$ cat src/rtl/sync_fifo_pkg.sv
// Shared constants and helpers for the single-clock FIFO.
package sync_fifo_pkg;

    localparam int FIFO_STD  = 0;
    localparam int FIFO_FWFT = 1;

    function automatic int fifo_depth(input int asize);
        return 1 << asize;
    endfunction

endpackage

$ cat src/rtl/sync_fifo_if.sv
// Write/read flag interface of the single-clock FIFO; master drives requests, slave is the FIFO.
interface sync_fifo_if #(
    parameter int DSIZE = 8,
    parameter int ASIZE = 4
);
    logic             winc;
    logic [DSIZE-1:0] wdata;
    logic             wfull;
    logic             awfull;
    logic             rinc;
    logic [DSIZE-1:0] rdata;
    logic             rempty;
    logic             arempty;
    logic [ASIZE:0]   afull_th;
    logic [ASIZE:0]   aempty_th;
    logic [ASIZE:0]   level;
    logic             overflow;
    logic             underflow;
    logic             clr_err;

    modport master (
        output winc, wdata, rinc, afull_th, aempty_th, clr_err,
        input  wfull, awfull, rdata, rempty, arempty, level, overflow, underflow
    );

    modport slave (
        input  winc, wdata, rinc, afull_th, aempty_th, clr_err,
        output wfull, awfull, rdata, rempty, arempty, level, overflow, underflow
    );
endinterface

$ cat src/rtl/sync_fifo_ram.sv
// Flop-array storage with a gated write port and an asynchronous read port; contents are not reset.
module sync_fifo_ram
    import sync_fifo_pkg::*;
#(
    parameter int DSIZE = 8,
    parameter int ASIZE = 4
) (
    input  logic             clk,
    input  logic             we,
    input  logic [ASIZE-1:0] waddr,
    input  logic [DSIZE-1:0] wdata,
    input  logic [ASIZE-1:0] raddr,
    output logic [DSIZE-1:0] rdata
);
    logic [DSIZE-1:0] mem [fifo_depth(ASIZE)];

    always_ff @(posedge clk) begin
        if (we) mem[waddr] <= wdata;
    end

    assign rdata = mem[raddr];
endmodule

$ cat src/rtl/sync_fifo.sv
// Single-clock FIFO: pointers, exact fill level, programmable almost flags, sticky errors,
// and either a registered read port or first-word-fall-through output.
module sync_fifo
    import sync_fifo_pkg::*;
#(
    parameter int DSIZE = 8,
    parameter int ASIZE = 4,
    parameter int FWFT  = FIFO_STD
) (
    input logic        clk,
    input logic        rst,
    sync_fifo_if.slave bus
);
    localparam logic [ASIZE:0] DEPTH = (ASIZE+1)'(fifo_depth(ASIZE));

    logic [ASIZE:0]   wptr;
    logic [ASIZE:0]   rptr;
    logic [ASIZE:0]   level;
    logic             full;
    logic             empty;
    logic             wr_en;
    logic             rd_en;
    logic             overflow_q;
    logic             underflow_q;
    logic [DSIZE-1:0] head;

    assign full  = (level == DEPTH);
    assign empty = (level == '0);
    assign wr_en = bus.winc && !full;
    assign rd_en = bus.rinc && !empty;

    // Threshold edge cases fall out of the compares: th=0 always meets >=, th>=DEPTH always meets <=.
    assign bus.wfull     = full;
    assign bus.rempty    = empty;
    assign bus.awfull    = (level >= bus.afull_th);
    assign bus.arempty   = (level <= bus.aempty_th);
    assign bus.level     = level;
    assign bus.overflow  = overflow_q;
    assign bus.underflow = underflow_q;

    always_ff @(posedge clk or posedge rst) begin
        if (rst) begin
            wptr  <= '0;
            rptr  <= '0;
            level <= '0;
        end else begin
            if (wr_en) wptr <= wptr + 1'b1;
            if (rd_en) rptr <= rptr + 1'b1;
            if (wr_en && !rd_en)
                level <= level + 1'b1;
            else if (rd_en && !wr_en)
                level <= level - 1'b1;
        end
    end

    always_ff @(posedge clk or posedge rst) begin
        if (rst) begin
            overflow_q  <= 1'b0;
            underflow_q <= 1'b0;
        end else begin
            if (bus.winc && full)
                overflow_q <= 1'b1;
            else if (bus.clr_err)
                overflow_q <= 1'b0;
            if (bus.rinc && empty)
                underflow_q <= 1'b1;
            else if (bus.clr_err)
                underflow_q <= 1'b0;
        end
    end

    sync_fifo_ram #(
        .DSIZE (DSIZE),
        .ASIZE (ASIZE)
    ) u_ram (
        .clk   (clk),
        .we    (wr_en),
        .waddr (wptr[ASIZE-1:0]),
        .wdata (bus.wdata),
        .raddr (rptr[ASIZE-1:0]),
        .rdata (head)
    );

    generate
        if (FWFT == FIFO_FWFT) begin : g_fwft
            // Masked while empty so the port reads zero after reset rather than stale storage.
            assign bus.rdata = empty ? '0 : head;
        end else begin : g_std
            logic [DSIZE-1:0] rdata_q;
            always_ff @(posedge clk or posedge rst) begin
                if (rst)
                    rdata_q <= '0;
                else if (rd_en)
                    rdata_q <= head;
            end
            assign bus.rdata = rdata_q;
        end
    endgenerate
endmodule

$ cat src/flat_wrapper.sv
// flat-port wrapper written by rule: the top's interface ports become plain ports
module sync_fifo_flat import sync_fifo_pkg::*;
#(
    parameter int DSIZE = 8,
    parameter int ASIZE = 4,
    parameter int FWFT  = FIFO_STD
)
  (clk, rst, bus_winc, bus_wdata, bus_rinc, bus_afull_th, bus_aempty_th, bus_clr_err, bus_wfull, bus_awfull, bus_rdata, bus_rempty, bus_arempty, bus_level, bus_overflow, bus_underflow);
  sync_fifo_if #(.DSIZE(DSIZE), .ASIZE(ASIZE)) bus_i ();
  input logic clk;
  input logic rst;
  input wire logic [$bits(bus_i.winc)-1:0] bus_winc;
  input wire logic [$bits(bus_i.wdata)-1:0] bus_wdata;
  input wire logic [$bits(bus_i.rinc)-1:0] bus_rinc;
  input wire logic [$bits(bus_i.afull_th)-1:0] bus_afull_th;
  input wire logic [$bits(bus_i.aempty_th)-1:0] bus_aempty_th;
  input wire logic [$bits(bus_i.clr_err)-1:0] bus_clr_err;
  output wire logic [$bits(bus_i.wfull)-1:0] bus_wfull;
  output wire logic [$bits(bus_i.awfull)-1:0] bus_awfull;
  output wire logic [$bits(bus_i.rdata)-1:0] bus_rdata;
  output wire logic [$bits(bus_i.rempty)-1:0] bus_rempty;
  output wire logic [$bits(bus_i.arempty)-1:0] bus_arempty;
  output wire logic [$bits(bus_i.level)-1:0] bus_level;
  output wire logic [$bits(bus_i.overflow)-1:0] bus_overflow;
  output wire logic [$bits(bus_i.underflow)-1:0] bus_underflow;
  assign bus_i.winc = bus_winc;
  assign bus_i.wdata = bus_wdata;
  assign bus_i.rinc = bus_rinc;
  assign bus_i.afull_th = bus_afull_th;
  assign bus_i.aempty_th = bus_aempty_th;
  assign bus_i.clr_err = bus_clr_err;
  assign bus_wfull = bus_i.wfull;
  assign bus_awfull = bus_i.awfull;
  assign bus_rdata = bus_i.rdata;
  assign bus_rempty = bus_i.rempty;
  assign bus_arempty = bus_i.arempty;
  assign bus_level = bus_i.level;
  assign bus_overflow = bus_i.overflow;
  assign bus_underflow = bus_i.underflow;
  sync_fifo #(.DSIZE(DSIZE), .ASIZE(ASIZE), .FWFT(FWFT)) u_core (.clk(clk), .rst(rst), .bus(bus_i));
endmodule
$ cat config.mk
export PLATFORM = sky130hd
export DESIGN_NAME = sync_fifo_flat
export DESIGN_NICKNAME = d
export VERILOG_FILES = /design/src/rtl/sync_fifo_pkg.sv /design/src/rtl/sync_fifo_if.sv /design/src/rtl/sync_fifo_ram.sv /design/src/rtl/sync_fifo.sv /design/src/flat_wrapper.sv
export SDC_FILE = /design/constraint.sdc
export NUM_CORES = 1
export LEC_CHECK = 0
export CAP_MARGIN = 20
export CELL_PAD_IN_SITES_DETAIL_PLACEMENT = 1
export CELL_PAD_IN_SITES_GLOBAL_PLACEMENT = 1
export CORE_MARGIN = 2
export CORE_UTILIZATION = 30
export CTS_CLUSTER_DIAMETER = 120
export DETAILED_ROUTE_END_ITERATION = 12
export GPL_ROUTABILITY_DRIVEN = 0
export PLACE_DENSITY_LB_ADDON = 0.1
export SLEW_MARGIN = 20
export SYNTH_ARGS = -nofsm -noshare
export SYNTH_HDL_FRONTEND = slang
export SYNTH_SLANG_ARGS = --single-unit
$ cat constraint.sdc
create_clock -name clk -period 2.7 [get_ports clk]
set_input_delay 0.405 -clock clk [delete_from_list [all_inputs] [get_ports clk]]
set_output_delay 0.405 -clock clk [all_outputs]
set_load 0.02 [all_outputs]
Word-level counts from Yosys, hierarchy flattened:

Memories as Yosys holds them, arrays and structs flattened. A register that Yosys moved wholly into a read port is not among the register bits.
Index checks and enable logic that the tools add are counted.

* reduce and logical (&&, ||, !) cells: 14
* mux-type cells: 7
* equal/unequal tests: 1
* add/sub/neg operators: 4
* magnitude comparators: 2

Operator list (count)
* adder 5 x 1 -> 5 bit, second input constant: 3
* 2-to-1 mux 5 bit: 2
* logical AND 1 bit: 6
* nonzero test 2 bit: 3
* equality test 5 bit, second input constant: 1
* >= comparator 5 bit: 1
* less-or-equal comparator 5 bit: 1
* logical NOT 5 bit: 1
* 2-to-1 mux 1 bit: 5
* subtractor 5 x 1 -> 5 bit, second input constant: 1
* logical NOT 1 bit: 4

* bits in registers: 17
* word-level logic and storage cells: 34
* memory bits (writable): 128
* input bits: 23
* memories kept: 1

Memory list
* u_core.u_ram.mem: depth 16, bits a word 8, read ports 1, clocked after memory_dff 1, wr ports 1, RTL line sync_fifo_ram.sv:15 `logic [DSIZE-1:0] mem [fifo_depth(ASIZE)];`

Logic depth before layout (Yosys ltp):

Gate-level depths: netlist of run 1.

* depth after elaboration: 7
* depth in mapped cells: 12
* mapped depth without buffers: 11

Hierarchy:

Synthesis of run 1 repeated with hierarchy kept, for this count alone.

* cell total of the unflattened synthesis: 345
* area, all modules: 6359.8 um^2

By module, submodules not included
* sync_fifo_ram: times used 1, area an instance 4987.3 um^2, seq. area each 3843.7 um^2, cells each 221
* sync_fifo: times used 1, area an instance 1372.6 um^2, seq. area each 575.6 um^2, cells each 124

Worst setup path after synthesis of run 1:

Ideal clock, no wire load.

* path kind: flip-flop to flip-flop
* from: register u_core.level[1] (netlist: u_core.bus.level[1])
* to: register u_core.level[4] (netlist: u_core.bus.level[4])
* period minus slack after synthesis: 2.777 ns
* path buffers: 1
* arrival time: 2.655 ns
* setup time: 0.123 ns
* stages on the path, launching flop included: 13
* path slack: -0.077 ns
* cell sequence: dfrtp_1 > nor4_1 > and2_1 > nor2b_1 > buf_2 > ha_1 > inv_1 > ha_1 > a21o_1 > a21oi_1 > xnor2_1 > nor2_1 > xnor2_1

* word-level cells in the longest chain between the ends: 6
* elaborated cells between the ends (all ways): 15
* classes of those cells: add/sub: 2; eq/ne: 1; mux: 2; reduce/logical: 10

RTL lines
* from (decl): RTL line sync_fifo.sv:18 `logic [ASIZE:0] level;`
* from (signal assigned): RTL line sync_fifo.sv:50 `level <= level + 1'b1;`
* from (signal assigned): RTL line sync_fifo.sv:52 `level <= level - 1'b1;`
* equality test 5 bit *: RTL line sync_fifo.sv:27 `assign full = (level == DEPTH);`
* via bus_wfull: RTL line flat_wrapper.sv:18 `output wire logic [$bits(bus_i.wfull)-1:0] bus_wfull;`
* logical NOT 1 bit *: RTL line sync_fifo.sv:29 `assign wr_en = bus.winc && !full;`
* logical AND 1 bit *: RTL line sync_fifo.sv:29
* via u_core.u_ram.we: RTL line sync_fifo_ram.sv:9 `input logic we,`
* logical NOT 1 bit: RTL line sync_fifo.sv:51 `else if (rd_en && !wr_en)`
* logical AND 1 bit: RTL line sync_fifo.sv:51
* nonzero test 2 bit (no source line)

Mark *: on every way through the listed nets, which the timed path passes. The rest lies on a longest branch. The select of a mux whose other input is x is not followed.
A chain may end at the register's enable or synchronous reset.

Worst setup path in the final report of run 1:

* from: register u_core.level[0] (netlist: u_core.bus.level[0])
* to: output port bus_awfull

* word-level cells in the longest chain between the ends: 1

RTL lines
* >= comparator 5 bit: RTL line sync_fifo.sv:35 `assign bus.awfull = (level >= bus.afull_th);`
* to (decl): RTL line flat_wrapper.sv:19 `output wire logic [$bits(bus_i.awfull)-1:0] bus_awfull;`

No other way between the ends.

==> results.md, run 1 <==
- Status: completed
- HPWL Detailed: 9540 µm
- CTS Hold Bufs: 0
- RSZ-0062 raised after global routing: true
- Net count, final: 457
- Synth Flop Type: edfxtp_1
- Power per Cell Area: 1050 nW/µm²
- Setup crit start: u_core.bus.level[0]
- Final WS setup: 0.173 ns
- Net count after synthesis: 385
- Avg Cell Area, Syn: 18.3 µm²
- Most frequent CP cell: a21oi_1
- CTS Buf Count: 17
- Antenna violations before repair: 0
- Post-Synthesis Cells: 342
- Vias: 3285
- Crit. End Element: primary output
- Period utilisation layout: 93.6%
- WL per Instance: 20.6 µm
- Core Box Area: 20400 µm²
- Dpl cell area: 7160 µm²
- Max Buffers Root-to-Sink: 2
- Antenna Cells: 0
- Distinct cells, synth: 32
- Vias in the first global route: 3412
- Die Y: 149 µm
- Worst Skew: 0.0128 ns
- Pin count of the biggest net entering global routing: 34
- # H-tree levels: 4
- Initial Utilization: 30.8%
- Sequential element share of the synthesized area: 70.5%
- Final count of hold timing violations: 0
- Fin crit period: 2.53 ns
- Crit Path Category: flip-flop to primary output
- Synthesized cell area: 6270 µm²
- Setup Viol. Count Final: 0
- Crit path DAT: 2.12 ns
- Max Slew Vio Count: 0
- Post-Layout Cell Count: 696
- Worst slew margin: 57.4%
- Slowest CP cell: dfrtp_1
- CP required: 2.30 ns
- Worst-Skew Late Latency: 0.41 ns
- Proportion of layout cells with a drive suffix above 1: 21.4%
- MaxCap Viol Count: 0
- Cell Rows: 52
- Pre-Repair DR Iteration Count: 4
- Avg Vias per Cell: 4.72
- CTS Root Buffer Type: clkbuf_16
- Maximum fanout along the worst path: 5
- CTS Sinks: 151
- Post-synth EDFFs: 128
- Placed instance count: 664
- Routed WL: 14300 µm
- Clk slew on worst S/H paths: 0.06 ns
- Worst-Margin Slew: 0.636 ns
- Pre-CTS WS: -0.253 ns
- Grt ovf: 0
- Total Routing Usage GR: 13.8%
- Max Freq: 396 MHz
- Ys Warns: 0
- Area grow syn2layout: 23.2%
- IO Count: 42
- First-pass GRT wire length: 21700 µm
- Starting DRT DRC Count: 200
- Startpoint Class: flip-flop
- PnR Total Power: 8090 µW
- Post-route ant nets: 0
- Die width: 149 µm
- Pleak: 0.00271 µW
- CP max stage delay: 0.37 ns
- Hold WS: 0.376 ns
- Post-Layout Inst Area: 7720 µm²
- Die footprint: 22100 µm²
- Seq cells post-synth: 151
- Critical path's top delay family: buffers and inverters
- CP bufs+invs: 3
- Hold WC Path Type: primary input to asynchronous set/reset pin
- Worst vdd ir: 0.361 mV
- DRC viols: 0
- I/O Buffers: 41
- FFs w/ async S/R, synth: 15.2%
- CTS tree: built
- Crit-path cells: buf_4 -> inv_1 -> ha_1 -> nand2b_1 -> a21oi_1 -> nor2b_1 -> o21ai_0 -> a21oi_1 -> clkdlybuf4s15_1
- Critical R2R Launch: u_core.bus.level[1]
-- cell type report --
class | instances | area, µm²
Fill cell | 2021 | 12600
Clock buffer | 21 | 440
Timing Repair Buffer | 70 | 636
Sequential cell | 151 | 4420
Inverter | 16 | 60.1
Multi-Input combinational cell | 158 | 1720
Tap cell | 270 | 338
Clock inverter | 10 | 106
-- logic make-up (layout without fill, tap and decap cells) --
kind of cell             after synthesis  in the layout  share of synthesized area, %
AO/OA/AOI/OAI                         41             41                          3.97
AND/OR/NAND/NOR                       44             44                          3.25
multiplexers                          42             42                          14.2
XOR/XNOR                              11             11                          1.54
buffers and inverters                 33            117                          2.45
flip-flops                           151            151                          70.5
adder cells (fa/ha/maj)               20             20                          4.11
-- where the power goes --
group,internal [µW],total (µW),switching (µW)
clock,1340,2200,860
combinational,1330,2680,1350
sequential,2900,3200,298
total,5580,8090,2510
-- worst register-to-register path, stage by stage, from the launching register on --
cell and delay (ns):
dfrtp_2 0.46, nor4_4 0.30, and2_2 0.21, nor2b_1 0.08, ha_1 0.24, inv_1 0.15, ha_1 0.29, a21o_1 0.20
a21oi_2 0.15, xnor2_1 0.13, nor2_1 0.07, xnor2_1 0.12
-- layout by cell type (no fill, tap or decap), types with 3 or more instances in the layout --
cell and instances:
nor2b_1 3, dfrtp_1 21, mux2_2 10, clkinvlp_4 3, nor2_1 15, mux4_1 15
clkbuf_1 4, ha_1 19, buf_4 28, inv_1 16, clkbuf_16 17, nand2b_1 4
a21oi_1 11, nand2_1 11, clkinv_2 4, nor3_1 4, clkdlybuf4s50_1 39, edfxtp_1 128
xnor2_1 9, mux4_2 17, o22ai_1 17, o21a_1 3, o21ai_0 4
-- stage by stage --
step                 TNS, ns  util [%]
global route        -0.00738      37.9
CTS                        0      37.8
finish                     0      37.9
detailed placement    -0.253      35.2
floorplan                  0         -
global placement      -0.227      35.2
-- per-layer routing --
| layer | GRT usage (%) | vias up | routed length [µm] |
|---|---|---|---|
| li1 | - | 1494 | - |
| met4 | 3.43 | 0 | 79 |
| met2 | 22.0 | 61 | 6980 |
| met1 | 18.8 | 1726 | 6660 |
| met3 | 3.65 | 4 | 610 |
| met5 | 0 | - | 0 |
-- Yosys cell counts, drive strengths merged, types with 4 or more instances --
cell | count | area [µm²]
buf | 10 | 67.6
inv | 16 | 60.1
nand2b | 4 | 25.0
ha | 19 | 238
mux2 | 10 | 113
dfrtp | 23 | 576
o22ai | 17 | 106
nor3 | 4 | 20.0
clkbuf | 7 | 26.3
o21ai | 4 | 20.0
mux4 | 32 | 777
nor2 | 15 | 56.3
edfxtp | 128 | 3840
nand2 | 11 | 41.3
xnor2 | 9 | 78.8
a21oi | 12 | 60.1
-- repair_timing --
action,CTS,global route
gates cloned,0,0
resized for setup,2,6
endpoints found under the setup margin,2,3
endpoints found under the hold margin,0,0
setup buffers,0,1
-- registers in the layout, summed over array words and instances (netlist names) --
register and flops:
u_core.u_ram.mem 128, u_core.bus.rdata 8, u_core.bus.level 5, u_core.rptr 4, u_core.wptr 4, u_core.bus.overflow 1, u_core.bus.underflow 1
-- path summary, 6_finish.rpt --
check                      slack, ns              endpoint  depth (start not counted)
setup / recovery                0.17            bus_awfull                          9
max in group asynchronous       2.03   u_core.bus.level[1]                          3
hold reg to reg                 0.51  u_core.bus.underflow                          1
hold / removal                  0.38        u_core.wptr[1]                          3
min in group clk                0.51  u_core.bus.underflow                          1
setup reg to reg                0.19   u_core.bus.level[4]                         11
Power figures use the tool's default switching activity.
==> run 2, diff against run 1 <==
--- a/config.mk
+++ b/config.mk
@@ -8,11 +8,12 @@
 export CAP_MARGIN = 20
 export CELL_PAD_IN_SITES_DETAIL_PLACEMENT = 1
 export CELL_PAD_IN_SITES_GLOBAL_PLACEMENT = 1
-export CORE_MARGIN = 2
 export CORE_UTILIZATION = 30
 export CTS_CLUSTER_DIAMETER = 120
+export CTS_CLUSTER_SIZE = 30
 export DETAILED_ROUTE_END_ITERATION = 12
 export GPL_ROUTABILITY_DRIVEN = 0
+export GPL_TIMING_DRIVEN = 0
 export PLACE_DENSITY_LB_ADDON = 0.1
 export SLEW_MARGIN = 20
 export SYNTH_ARGS = -nofsm -noshare
==> run 2 against run 1 <==
  * Die area fell by 2.7%
  * Register-to-register slack hardly changed
  * Non-clock buffer count is 3 lower
  * Fmax fell by 0.91%
  * Power grew 0.84%
  * Sequential share of layout area is 0.12 points higher
  * Clock power is 2% lower
  * Final area fell by 0.15%
  * Wire length up 1.2%
  * Setup slack worse by 0.023 ns
  * Combinational power increased by 7.5%
  * Via count decreased by 1.6%
  * Highest routed layer unchanged
==> results.md, run 2 (synthesized netlist as in run 1, its figures left out) <==
- CTS Root Buffer Type: clkbuf_16
- Critical path's top delay family: compound AO/OA/AOI/OAI gates
- CTS Buf Count: 17
- Die Y: 147 µm
- CTS Sinks: 151
- Dpl cell area: 7050 µm²
- Starting DRT DRC Count: 151
- # H-tree levels: 4
- Power per Cell Area: 1060 nW/µm²
- Final count of hold timing violations: 0
- Crit path DAT: 2.14 ns
- Crit-path cells: buf_4 -> ha_4 -> nor2b_1 -> o21a_1 -> o21a_1 -> o21a_1 -> o22ai_1 -> buf_4
- Commonest non-fill, non-tap cell in the layout: edfxtp_1
- Post-route ant nets: 0
- Cell Rows: 52
- Pleak: 0.00268 µW
- Pin count of the biggest net entering global routing: 24
- First-pass GRT wire length: 22000 µm
- Setup Viol. Count Final: 0
- Core Box Area: 20400 µm²
- Proportion of layout cells with a drive suffix above 1: 21.5%
- Worst slew margin: 33.9%
- Routed WL: 14500 µm
- WL per Instance: 20.9 µm
- CP required: 2.30 ns
- Startpoint Class: flip-flop
- Pre-Repair DR Iteration Count: 4
- CTS Hold Bufs: 0
- Antenna violations before repair: 0
- Vias in the first global route: 3419
- Vias: 3233
- Fin crit period: 2.55 ns
- Largest register FFs: 128
- CTS tree: built
- Total Routing Usage GR: 14.6%
- Final WS setup: 0.150 ns
- Crit. End Element: primary output
- Max Slew Vio Count: 0
- Period utilisation layout: 94.4%
- Initial Utilization: 30.8%
- Worst Skew: 0.00923 ns
- DRC viols: 0
- Max Buffers Root-to-Sink: 2
- Die footprint: 21500 µm²
- Worst-Skew Late Latency: 0.42 ns
- Commonest cells after routing, fill and taps aside: edfxtp_1, clkdlybuf4s50_1, dfrtp_1
- HPWL Detailed: 9560 µm
- Most flop-heavy register: u_core.u_ram.mem
- CP bufs+invs: 2
- Most frequent CP cell: o21a_1
- IO Count: 42
- MaxCap Viol Count: 0
- Flop-to-flop setup slack: 0.18 ns
- I/O Buffers: 41
- R2R cell count: 11
- Reg2reg end: u_core.bus.level[4]
- Pre-CTS WS: -0.736 ns
- Max Freq: 392 MHz
- Slowest CP cell: dfrtp_2
- Hold WS: 0.330 ns
- Maximum fanout along the worst path: 5
- Grt ovf: 0
- Avg Vias per Cell: 4.67
- Hold WC Path Type: primary input to asynchronous set/reset pin
- Clk slew on worst S/H paths: 0.06 ns
- Post-Layout Inst Area: 7710 µm²
- CP Depth: 8
- Status: completed
- Antenna Cells: 0
- Worst vdd ir: 0.525 mV
- CP max stage delay: 0.44 ns
- Die width: 147 µm
- Area grow syn2layout: 23.0%
- Net count, final: 454
- Crit Path Category: flip-flop to primary output
- Worst-Margin Slew: 0.988 ns
- Critical R2R Launch: u_core.bus.level[1]
## run 2: changes by cell type in the layout (fill, tap and decap cells not counted), sizes merged
cell | before | now
buf | 29 | 21
bufinv | 2 | 1
dlygate4sd2 | 0 | 1
clkinvlp | 3 | 0
clkbuf | 22 | 23
clkinv | 5 | 12
inv | 16 | 17
clkdlybuf4s15 | 1 | 0
## run 2: metrics by stage
stage	total power [µW]	TNS, ns	cells	utilization [%]
2_1_floorplan	4930	0	342	-
3_3_place_gp	5930	-10.73	653	34.5
3_5_place_dp	5990	-2.55	654	34.6
4_1_cts	8210	-0.0698	685	37.4
5_1_grt	8640	-0.0133	693	37.9
6_report	8160	0	693	37.9
## run 2: power breakdown
group	switching, µW	internal (µW)	total [µW]
logic	1530	1350	2880
clock network	913	1250	2160
registers	202	2910	3110
total	2640	5510	8160
## run 2: how the worst max path moves through the flow
stage,to,from,slack (ns)
after floorplan,u_core.bus.level[4],u_core.bus.level[0],0.03
after global placement,u_core.bus.level[4],bus_rinc,-0.73
after detailed placement,u_core.bus.level[4],bus_rinc,-0.74
after CTS,u_core.bus.level[4],u_core.bus.level[0],-0.07
after global routing,u_core.bus.level[4],u_core.bus.level[1],-0.01
final,bus_arempty,u_core.bus.level[1],0.15
## run 2: layer usage
| layer | share of wire, % | track usage [%] | routed length [µm] |
|---|---|---|---|
| met5 | 0 | 0 | 0 |
| met4 | 1.8 | 6.25 | 254 |
| met3 | 2.4 | 2.94 | 345 |
| met2 | 47 | 22.8 | 6850 |
| met1 | 49 | 19.8 | 7050 |
## run 2: what timing repair did
action | CTS | global route
gates resized for setup | 13 | 11
setup buffers | 0 | 9
setup endpoints to repair | 6 | 36
pin swaps | 1 | 3
## run 2: final cells by class
type | instances | area, µm²
buffer | 15 | 85.1
clock buffer | 17 | 425
clock inverter | 14 | 110
fill | 2032 | 12700
inverter | 16 | 60.1
multi-input combinational | 158 | 1770
sequential | 151 | 4420
tap | 270 | 338
timing repair buffer | 52 | 497
==> run 3, diff against run 2 <==
--- a/config.mk
+++ b/config.mk
@@ -8,7 +8,7 @@
 export CAP_MARGIN = 20
 export CELL_PAD_IN_SITES_DETAIL_PLACEMENT = 1
 export CELL_PAD_IN_SITES_GLOBAL_PLACEMENT = 1
-export CORE_UTILIZATION = 30
+export CORE_UTILIZATION = 35
 export CTS_CLUSTER_DIAMETER = 120
 export CTS_CLUSTER_SIZE = 30
 export DETAILED_ROUTE_END_ITERATION = 12
==> constraint.sdc (replaced) <==
create_clock -name clk -period 3.2 [get_ports clk]
set_input_delay 0.48 -clock clk [delete_from_list [all_inputs] [get_ports clk]]
set_output_delay 0.48 -clock clk [all_outputs]
set_load 0.02 [all_outputs]
==> run 3 against run 2 <==
  * Global-route usage is 1.6 points higher
  * Clock power fell by 7%
  * Largest cell class unchanged
  * Highest routed layer unchanged
  * Sequential power decreased by 15%
==> results.md, run 3 (synthesized netlist as in run 1, its figures left out) <==
- Status: completed
- Most flop-heavy register: u_core.u_ram.mem
- Fin crit period: 2.94 ns
- Core Box Area: 17400 µm²
- Grt ovf: 0
- Final count of hold timing violations: 0
- CTS Buf Count: 17
- Setup TNS: 0 ns
- CTS Root Buffer Type: clkbuf_16
- Total Routing Usage GR: 16.2%
- I/O Buffers: 41
- Crit Path Category: flip-flop to flip-flop
- Pleak: 0.00265 µW
- # H-tree levels: 4
- Cell Rows: 48
- Flop-to-flop setup slack: 0.26 ns
- Net count, final: 449
- Final core utilization: 43.7%
- DRC viols: 0
- CTS tree: built
- Worst slew margin: 34.3%
- Register area: 4420 µm²
- Worst-Skew Late Latency: 0.42 ns
- WL per Instance: 21.4 µm
- Proportion of layout cells with a drive suffix above 1: 17.2%
- Worst-Margin Slew: 0.981 ns
- Power per Cell Area: 907 nW/µm²
- Setup crit start: u_core.bus.level[1]
- Reg2reg end: u_core.bus.level[4]
- Die width: 136 µm
- Worst Skew: 0.00784 ns
- IO Count: 42
- Antenna violations before repair: 0
- CTS Sinks: 151
- Period utilisation layout: 91.9%
- Crit path DAT: 3.24 ns
- Max Slew Vio Count: 0
- R2R cell count: 12
- End point of the critical path: u_core.bus.level[4]
- Setup Viol. Count Final: 0
- Clk slew on worst S/H paths: 0.06 ns
- Commonest cells after routing, fill and taps aside: edfxtp_1, clkdlybuf4s50_1, dfrtp_1
- Max Freq: 340 MHz
- Routed WL: 13700 µm
- RSZ-0062 raised after global routing: false
- Startpoint Class: flip-flop
- CP required: 3.50 ns
- Worst vdd ir: 0.525 mV
- First-pass GRT wire length: 20900 µm
- MaxCap Viol Count: 0
- Vias: 3270
- PnR Total Power: 6900 µW
- Area grow syn2layout: 21.3%
- Largest register FFs: 128
- Avg Vias per Cell: 5.09
- Multi-input logic area: 1720 µm²
- Pin count of the biggest net entering global routing: 24
- # fillers: 1687
- Post-route ant nets: 0
- Antenna Cells: 0
- Vias in the first global route: 3501
- Max Buffers Root-to-Sink: 2
- Starting DRT DRC Count: 155
- Initial Utilization: 36.0%
- Die Y: 136 µm
- Crit. End Element: flip-flop
- Maximum fanout along the worst path: 10
- Die footprint: 18500 µm²
- Pre-Repair DR Iteration Count: 4
- Hold WC Path Type: primary input to asynchronous set/reset pin
- Critical R2R Launch: u_core.bus.level[1]
- Commonest non-fill, non-tap cell in the layout: edfxtp_1
- HPWL Detailed: 9270 µm
==> run 3: changes by cell type in the layout (fill, tap and decap cells not counted), sizes merged, moves of 2 or more <==
cell      delta
buf          -6
clkbuf       +2
clkinv       -8
bufinv       +2
clkinvlp     +3
==> run 3: final cells by class <==
| class | count | share of cell area, % |
|---|---|---|
| plain buffers | 17 | 1.25 |
| clock buffers | 19 | 5.69 |
| clock inverters | 12 | 1.99 |
| inverters | 16 | 0.790 |
| multi-input cells | 158 | 22.7 |
| flip-flops and latches | 151 | 58.1 |
| well taps | 225 | 3.70 |
| repair buffers | 45 | 5.82 |
==> run 3: per-layer routing <==
layer / share of wire, % / routed length, µm / up-vias / track usage [%]
li1: - / - / 1483 / -
met1: 46 / 6260 / 1712 / 21.2
met2: 50 / 6840 / 66 / 26.9
met3: 3.9 / 538 / 9 / 3.95
met4: 0.68 / 94 / 0 / 4.49
met5: 0 / 0 / - / 0
==> run 3: critical path: stages, from the launching register on <==
cell,delay [ns]
dfrtp_1,0.48
nor4_2,0.41
a21boi_0,0.23
buf_2,0.26
inv_1,0.08
ha_1,0.17
inv_1,0.11
fa_1,0.41
a21o_1,0.17
a21oi_1,0.18
xnor2_1,0.13
nor2_1,0.06
xnor2_1,0.13
==> run 3: per-stage QoR <==
step	std cells	setup WS (ns)	area (µm²)	hold WS [ns]
floorplan	342	0.423	6270	0.482
global placement	608	-0.252	6960	0.494
detailed placement	612	-0.222	7010	0.503
CTS	643	0.0816	7600	0.516
global route	643	0.0304	7610	0.542
finish	643	0.258	7610	0.485
==> run 3: worst min-delay path by stage <==
stage                           to                start
6_report       u_core.bus.rdata[7]                  rst
5_1_grt        u_core.bus.rdata[7]                  rst
4_1_cts        u_core.bus.overflow  u_core.bus.overflow
3_5_place_dp   u_core.bus.overflow  u_core.bus.overflow
3_3_place_gp   u_core.bus.overflow  u_core.bus.overflow
2_1_floorplan  u_core.bus.level[0]                  rst
==> run 3: timing repair <==
item | 4_1_cts | 5_1_grt
setup buffers | 0 | 0
endpoints found under the setup margin | 1 | 3
gates resized for setup | 1 | 4
pin swaps | 0 | 0
hold buffers | 0 | 0
==> run 3: where the power goes <==
group	total, µW	internal, µW	leakage (µW)	switching, µW
logic	2260	1070	0.000950	1190
clock network	2000	1220	0.000275	780
registers	2630	2450	0.00142	184
